[config.mk]
export PLATFORM = sky130hd
export DESIGN_NAME = my_alu_seq
export DESIGN_NICKNAME = d
export VERILOG_FILES = /design/src/rtl/my_alu_seq.sv
export SDC_FILE = /design/constraint.sdc
export NUM_CORES = 1
export LEC_CHECK = 0
export ABC_AREA = 1
export CORE_ASPECT_RATIO = 0.6
export CORE_UTILIZATION = 55
export CTS_BUF_LIST = sky130_fd_sc_hd__clkbuf_4 sky130_fd_sc_hd__clkbuf_8
export CTS_CLUSTER_SIZE = 14
export DETAILED_ROUTE_END_ITERATION = 16
export GPL_TIMING_DRIVEN = 0
export PLACE_DENSITY_LB_ADDON = 0.3
export REMOVE_ABC_BUFFERS = 1
export SYNTH_ARGS = -nofsm -noshare
export SYNTH_HDL_FRONTEND = slang
export SYNTH_SLANG_ARGS = --single-unit
[constraint.sdc]
create_clock -name clk -period 3.2 [get_ports clk]
set_clock_uncertainty 0.1 [all_clocks]
set_input_delay 0.96 -clock clk [delete_from_list [all_inputs] [get_ports clk]]
set_output_delay 0.96 -clock clk [all_outputs]
set_load 0.05 [all_outputs]
[src/rtl/my_alu_seq.sv]
// Hack-style ALU with a registered valid/ready output stage and a multi-cycle
// shift-add multiply mode; the control word is sampled only when an operation is accepted.
module my_alu_seq #(
  parameter int unsigned WIDTH = 16
) (
  input  logic             clk,
  input  logic             rst_n,
  input  logic             in_valid,
  output logic             in_ready,
  input  logic [WIDTH-1:0] x,
  input  logic [WIDTH-1:0] y,
  input  logic             zx,
  input  logic             nx,
  input  logic             zy,
  input  logic             ny,
  input  logic             f,
  input  logic             no,
  input  logic             mul,
  output logic             out_valid,
  input  logic             out_ready,
  output logic [WIDTH-1:0] out,
  output logic             zr,
  output logic             ng
);

  localparam int unsigned CntW = $clog2(WIDTH);
  localparam logic [CntW-1:0] LastCnt = CntW'(WIDTH - 1);

  typedef enum logic [0:0] {StIdle, StMul} state_e;

  state_e            state_q;
  logic [WIDTH-1:0]  mcand_q;
  logic [WIDTH-1:0]  mplier_q;
  logic [WIDTH-1:0]  acc_q;
  logic [CntW-1:0]   count_q;
  logic              no_q;

  logic [WIDTH-1:0]  xp, yp, alu_r, alu_res, acc_next, mul_res;
  logic              accept;

  always_comb begin
    xp = zx ? '0 : x;
    if (nx) xp = ~xp;
    yp = zy ? '0 : y;
    if (ny) yp = ~yp;
    alu_r    = f ? (xp + yp) : (xp & yp);
    alu_res  = no ? ~alu_r : alu_r;
    acc_next = mplier_q[0] ? (acc_q + mcand_q) : acc_q;
    mul_res  = no_q ? ~acc_next : acc_next;
  end

  // Only the output-drain term makes in_ready combinational on out_ready.
  assign in_ready = (state_q == StIdle) && (!out_valid || out_ready);
  assign accept   = in_valid && in_ready;

  always_ff @(posedge clk or negedge rst_n) begin
    if (!rst_n) begin
      state_q   <= StIdle;
      mcand_q   <= '0;
      mplier_q  <= '0;
      acc_q     <= '0;
      count_q   <= '0;
      no_q      <= 1'b0;
      out       <= '0;
      zr        <= 1'b0;
      ng        <= 1'b0;
      out_valid <= 1'b0;
    end else begin
      // Drain first; a result loaded on the same edge overrides this.
      if (out_valid && out_ready) out_valid <= 1'b0;
      unique case (state_q)
        StIdle: begin
          if (accept) begin
            if (!mul) begin
              out       <= alu_res;
              zr        <= ~|alu_res;
              ng        <= alu_res[WIDTH-1];
              out_valid <= 1'b1;
            end else begin
              mcand_q  <= xp;
              mplier_q <= yp;
              acc_q    <= '0;
              count_q  <= '0;
              no_q     <= no;
              state_q  <= StMul;
            end
          end
        end
        StMul: begin
          acc_q    <= acc_next;
          mcand_q  <= mcand_q << 1;
          mplier_q <= mplier_q >> 1;
          count_q  <= count_q + CntW'(1);
          if (count_q == LastCnt) begin
            out       <= mul_res;
            zr        <= ~|mul_res;
            ng        <= mul_res[WIDTH-1];
            out_valid <= 1'b1;
            state_q   <= StIdle;
          end
        end
        default: state_q <= StIdle;
      endcase
    end
  end

endmodule

==> summary.md, run 1 <==
| Metric | Value |
|---|---|
| Synth cell types | 46 |
| Die ar. | 12,300 sq um |
| CP Class | in2reg |
| Sequential share of power | between 20% and 30% |
| Crit path max-delay family | buffers and inverters |
| VDD IR max | 0.000928 V |
| Startpoint class of the critical path | input port |
| Detail Route Antenna Nets | 0 |
| CP peak stage delay | around 750 ps |
| CP cell instances | dlygate4sd2_1 > clkinv_2 > xor2_1 > nand2_1 > nor3b_2 > nand3_1 > nor2_1 > nand2_1 > nor2_2 > nand3_2 > nor2_2 > nand2_1 > nand2_1 > nand2_1 > nand2_1 |
| Core Rows | 30 |
| Initial DRC count | 828 |
| Post-DP HPWL | around 13,000 um |
| Fill count | a little over 800 |
| Fin crit share | 108% |
| Placed cells | ~1,200 |
| Avg WL per Cell | 17.0 um |
| Synth warn | 0 |
| Critical path depth | 15 |
| Core footprint | 11,400 sq um |
| Grt ovf | 0 |
| TritonCTS clock tree | built |
| Unrepaired setup endpoints after global routing | true |
| Buffers on Ports | 62 |
| CP Launch Point | no |
| Critical path's slowest cell | dlygate4sd2_1 |
| Primary FF master, synth | dfrtp_1 |
| Max_cap viols | 0 |
| Drt drc | 0 |
| Diodes inserted | 0 |
| Syn_area_per_cell | 6.58 sq um |
| Comb power frac | roughly two thirds |
| Die Height | 86.3 um |
| CP endpoint | zr$_DFFE_PN0P_ |
| Clock buffer depth | 2 |
| Die X | between 100 and 150 um |
| Clock root buffer | clkbuf_8 |
| Most frequent CP cell | nand2_1 |
| Mapped Area | 6520 sq um |
| Worst r2r src | mcand_q[0]$_DFFE_PN0P_ |
| Number of synthesized register bits | just over 70 |
| Vias in the first global route | 6,449 |
| Clk slew on worst S/H paths | roughly 70 ps |
| Worst-Skew Late Latency | 360 ps |
| DRT Pass-1 Iters | 8 |
| Drt via density | approximately 5.9 |
| Worst Path Required | around 3400 ps |
| RR Endpoint | zr$_DFFE_PN0P_ |
| Pint | about 3.6 mW |
| Leak | 4.27 nW |
| Slew Limit Headroom | 42.3% |
| Non-filler cells, final | approximately 1,200 |
| Post-Synthesis Cells | just under 1,000 |
| Total CTS buffers | 9 |
| IO Pins | 63 |
| Detailed Route WL | 21,200 um |
| Post-route setup slack | -259 ps |
| # clock sinks | ~70 |
| Failing checks | setup timing |
| Total GRT Usage | 32.8% |
| Reg2reg setup slack | around 190 ps |
| Status | finished with violations |
| Net count, final | between 1,000 and 1,500 |
| Syn-to-layout area delta | 32.1% |
| Sequential area share after synthesis | between 20 and 30% |
| Sw frac | between 50% and 60% |
| Endpoint type of the worst setup path | register |
| Final RePlAce weighted congestion | just over 0.9 |
| Crit path DAT | around 3700 ps |
| Fmax | between 200 and 300 MHz |
| Final hold viol count | 0 |
| First-pass GRT wire length | about 31,000 um |
| Initial Util | ~57% |
| Post-synthesis async set-or-reset flop share | 100% |
| Power Density | ~860 nW/um^2 |
| Fin. max-slew vios | 0 |
| Total number of vias | roughly 7,300 |
| CP bufs+invs | 2 |
| Min Tclk post-route | around 3500 ps |
| Hold WC Path Type | reg2reg |
| H-Tree Depth | 3 |
| Worst r2r path cells | 16 |
| Measured slew at the worst slew-check pin | 866 ps |
| Layout cells sized above 1 | between 20% and 30% |
| # hold bufs at CTS | 0 |
| Net Sw Power | just under 4 mW |
| Critical Path Fanout Max | 16 |
| Largest net degree at the start of global routing | between 50 and 60 |
| # setup viols final | 3 |
| Clk network pwr share | 10.6% |
| Initial antenna violation count | 0 |
| WHS | roughly 380 ps |
| EDFF count, synth | 0 |
==> layout by cell type, fill, tap and decap left out, types with 7 or more instances in the layout <==
master           instances
a21oi_1                 21
a21oi_4                  9
a31oi_1                  7
buf_4                   51
clkbuf_8                 9
clkdlybuf4s50_1         38
dfrtp_1                 70
dlymetal6s2s_1          11
ha_1                    19
ha_4                    13
inv_1                   77
inv_2                   30
nand2_1                296
nand2_2                 48
nand2_4                 11
nand3_1                109
nand3_2                 12
nor2_1                  43
nor2_2                  10
o211ai_1                15
o21ai_0                 37
o22ai_1                 20
xor2_1                  22
xor2_2                  11
==> synthesized netlist by cell type, types with 3 or more instances <==
cell	count	share of area, %
xor2_1	37	5.0
buf_4	5	0.58
nand2_4	3	0.52
a21oi_1	33	2.5
nand3_1	117	9.0
nand3_2	5	0.77
or2_2	6	0.58
buf_6	8	1.4
inv_1	102	5.9
buf_1	4	0.23
dfrtp_1	72	28
ha_1	32	6.1
a31oi_1	7	0.67
a21o_1	3	0.35
clkbuf_1	18	1.0
o21ai_0	42	3.2
clkinv_1	3	0.17
o221ai_1	6	0.81
inv_2	10	0.58
o211ai_1	15	1.7
nor3_1	6	0.46
nand2_1	334	19
nand4_1	6	0.58
o22ai_1	20	1.9
nand2_2	19	1.8
nor2_1	52	3.0
==> cell families (layout without fill, tap and decap cells) <==
kind of cell | Yosys count | in the layout | synth area share, %
DFF | 72 | 72 | 27.6
adders and majority gates | 34 | 34 | 6.75
AOI/OAI and AO/OA | 132 | 132 | 11.9
xor gates and xnor gates | 39 | 39 | 5.53
and+or+nand+nor | 558 | 558 | 37.4
buffers and inverters | 156 | 252 | 10.8
==> final cells by class <==
cell class              instances  area, sq um  area share [%]
flip-flops and latches         72         1800            20.9
multi-input cells             763         4750            55.1
clock buffers                   9          124            1.44
repair inverters                2         7.51          0.0871
repair buffers                119         1160            13.5
well taps                     160          200            2.32
inverters                     116          487            5.65
clock inverters                 6         85.1           0.988
==> worst min path at each step <==
stage,from,to,slack (ps),depth (start not counted)
2_1_floorplan,mplier_q[11]$_DFFE_PN0P_,mplier_q[11]$_DFFE_PN0P_,360,2
3_3_place_gp,out[9]$_DFFE_PN0P_,out[9]$_DFFE_PN0P_,360,2
3_5_place_dp,out[6]$_DFFE_PN0P_,out[6]$_DFFE_PN0P_,370,2
4_1_cts,out[6]$_DFFE_PN0P_,out[6]$_DFFE_PN0P_,390,2
5_1_grt,out[9]$_DFFE_PN0P_,out[9]$_DFFE_PN0P_,400,2
6_report,out[13]$_DFFE_PN0P_,out[13]$_DFFE_PN0P_,380,2
==> power by group through the flow <==
stage	clock (mW)	sequential (mW)	combinational (mW)
after CTS	0.792	1.79	4.53
final	0.788	1.81	4.85
after detailed placement	0	1.79	4.33
after global routing	0.831	1.86	5.36
after floorplan	0	2.05	2.90
after global placement	0	1.78	4.21
==> per-stage QoR <==
step                      util, %  instance area (sq um)  setup WS, ps  setup TNS (ps)  total power, mW
after CTS                    69.5                   7930          -186            -186             7.10
final                        75.5                   8620          -259            -358             7.44
after global placement       62.0                   7080         -1950         -183600             5.99
after floorplan                 -                   6260          -384           -8810             4.94
after detailed placement     62.4                   7120         -1980          -46930             6.12
after global routing         75.5                   8620          -410           -1450             8.05
==> worst reg2reg max path, delay by kind of cell (launching register included) <==
family	cells	cell delay [ps]
compound gates	1	310
xor+xnor	1	180
fa+ha+maj	2	690
flops	1	420
simple gates	12	1250
==> metal layers <==
metal	wire (um)	track usage, %	vias up
li1	-	-	3399
met1	9070	46.7	3440
met2	9500	50.1	415
met3	2310	8.84	44
met4	350	6.55	0
met5	0	0	-
==> state kept, by name, indices dropped and copies added, names as in the netlist <==
signal and count:
mcand_q 16, acc_q 16, out 16, zr 1, count_q 4, state_q 1
mplier_q 16, out_valid 1, no_q 1
==> repair_timing <==
| item | CTS | global route |
|---|---|---|
| gates cloned | 2 | 0 |
| pin swaps | 28 | 60 |
| setup buffers | 25 | 31 |
| resized for setup | 132 | 122 |
| endpoints found under the setup margin | 53 | 12 |
Power figures use the tool's default switching activity.
==> inputs of run 2 (changes only) <==
CTS_BUF_LIST = sky130_fd_sc_hd__clkbuf_16   (was sky130_fd_sc_hd__clkbuf_4 sky130_fd_sc_hd__clkbuf_8)
==> summary.md, run 2 (synthesized netlist as in run 1, its figures left out) <==
| Metric | Value |
|---|---|
| Fin. max-slew vios | 0 |
| Layout cells sized above 1 | 22.0% |
| VDD IR max | ~0.0010 V |
| Clock root buffer | clkbuf_16 |
| Post-route setup slack | -229 ps |
| Final instance area | around 8500 sq um |
| WHS | approximately 380 ps |
| DRT Pass-1 Iters | 6 |
| Max_cap viols | 0 |
| Non-filler cells, final | roughly 1,200 |
| Drt drc | 0 |
| Measured slew at the worst slew-check pin | ~840 ps |
| Post-DP HPWL | roughly 13,000 um |
| Hold Path End | out[6]$_DFFE_PN0P_ |
| Fin crit share | 107% |
| Die X | ~140 um |
| Final RePlAce weighted congestion | 0.936 |
| Worst-Skew Late Latency | 340 ps |
| Leading cell type in the layout, fill and taps excluded | nand2_1 |
| Hold_sp | out[6]$_DFFE_PN0P_ |
| Net count, final | approximately 1,100 |
| Detail Route Antenna Nets | 0 |
| Avg WL per Cell | 16.8 um |
| Critical path depth | 22 |
| Diodes inserted | 0 |
| # setup viols final | 5 |
| Worst Path Required | between 3000 and 4000 ps |
| Reg2reg setup slack | approximately 170 ps |
| CP cell instances | clkdlybuf4s50_1 > nand3_1 > nand2_2 > inv_2 > ha_4 > a21oi_4 > nand2_2 > nand2_2 > nand2_2 > nand2_1 > nand3_1 > nand2_1 > nand2_1 > nand2_2 > nand2_1 > nor2_2 > nand3_2 > nor2_2 > nand2_1 > nand2_1 > nand2_1 > nand2_1 |
| CP bufs+invs | 2 |
| Critical Path Fanout Max | 3 |
| TritonCTS clock tree | built |
| CP Class | in2reg |
| # hold bufs at CTS | 0 |
| First-pass GRT wire length | 31,400 um |
| Leak | approximately 4.2 nW |
| IO Pins | 63 |
| Clock buffer depth | 2 |
| Grt ovf | 0 |
| Placed cells | approximately 1,200 |
| Core footprint | approximately 11,000 sq um |
| Core Rows | 30 |
| Critical path's slowest cell | clkdlybuf4s50_1 |
| Failing checks | setup timing |
| Total number of vias | slightly above 7,000 |
| Worst r2r src | mcand_q[0]$_DFFE_PN0P_ |
| Final total power | approximately 7.7 mW |
| Detailed Route WL | 20,800 um |
| Die ar. | about 12,000 sq um |
| Endpoint type of the worst setup path | register |
| Status | finished with violations |
| Clk slew on worst S/H paths | 60 ps |
| Fmax | between 200 and 300 MHz |
| Crit path max-delay family | simple AND/OR/NAND/NOR gates |
| Die Height | 86.3 um |
| Vias in the first global route | roughly 6,500 |
| RR Endpoint | zr$_DFFE_PN0P_ |
| Slew Limit Headroom | 43.8% |
| H-Tree Depth | 3 |
| Post-placement cell area | just over 7000 sq um |
| # clock sinks | between 70 and 80 |
| Most frequent CP cell | nand2_1 |
| Final hold viol count | 0 |
| Total GRT Usage | between 30 and 40% |
| Largest net degree at the start of global routing | between 50 and 60 |
| Startpoint class of the critical path | input port |
| Total CTS buffers | 9 |
| Power Density | between 900 and 1000 nW/um^2 |
| Buffers on Ports | 62 |
| Hold Crit Depth | 2 |
| Most frequent cells in the layout | nand2_1, nand3_1, inv_1 |
| Unrepaired setup endpoints after global routing | true |
| Min Tclk post-route | 3430 ps |
| Hold WC Path Type | reg2reg |
| Worst r2r path cells | 16 |
| Drt via density | between 5 and 6 |
| CP peak stage delay | about 500 ps |
| Initial Util | a little under three fifths |
| Crit path DAT | between 3000 and 4000 ps |
| Initial DRC count | 740 |
| Syn-to-layout area delta | 30.2% |
| Initial antenna violation count | 0 |
## run 2: cell types whose count changed in the layout (fill, tap and decap cells not counted), moves of 4 or more
cell,delta
a21oi_2,+6
a21oi_4,-6
buf_4,-11
clkbuf_16,+9
clkbuf_8,-9
clkdlybuf4s50_1,+8
dlymetal6s2s_1,-6
inv_1,+8
inv_2,-7
nand2_1,+6
nor2_1,+4
nor2_2,-5
## run 2: how the worst max path moves through the flow
stage / start / end / slack (ps)
after detailed placement: nx / zr$_DFFE_PN0P_ / -1980
after CTS: out_ready / out[0]$_DFFE_PN0P_ / -300
after global placement: nx / zr$_DFFE_PN0P_ / -1950
after global routing: x[2] / zr$_DFFE_PN0P_ / -460
final: y[2] / zr$_DFFE_PN0P_ / -230
after floorplan: zx / zr$_DFFE_PN0P_ / -380
## run 2: through the flow
step                      setup TNS (ps)  setup slack, ps  util [%]
after floorplan                    -8810             -384         -
after global placement           -183600            -1950      62.0
after detailed placement          -46930            -1980      62.4
final                               -551             -229      74.4
after CTS                         -11080             -303      69.0
after global routing               -1890             -457      74.4
## run 2: cell type report
cell class              instances  area [sq um]
repair buffers                107          1050
multi-input cells             763          4610
inverters                     116           498
clock inverters                 6          85.1
flip-flops and latches         72          1800
fillers                       876          2920
clock buffers                   9           225
repair inverters                2          7.51
well taps                     160           200
## run 2: tightest hold or removal path, cell delays in order, from the launching register on
cell and delay [ps]:
dfrtp_1 340, nand2_1 50, nand2_1 60
## run 2: timing repair
item / CTS / global route
setup buffers: 18 / 28
endpoints found under the hold margin: 0 / 0
setup endpoints to repair: 54 / 59
cloned: 2 / 0
pin swaps: 21 / 44
resized for setup: 97 / 114
## run 2: where the power goes
| group | switching (mW) | internal [mW] | total (mW) |
|---|---|---|---|
| combinational | 3.05 | 1.74 | 4.79 |
| clock | 0.387 | 0.675 | 1.06 |
| sequential | 0.446 | 1.37 | 1.81 |
| total | 3.88 | 3.78 | 7.66 |
## run 2: metal layers
| metal | track usage [%] | wire length [um] | vias to the layer above |
|---|---|---|---|
| met5 | 0 | 0 | - |
| met4 | 9.38 | 391 | 0 |
| met3 | 8.23 | 2020 | 44 |
| met2 | 50.4 | 9140 | 345 |
| met1 | 46.4 | 9210 | 3367 |
| li1 | - | - | 3372 |
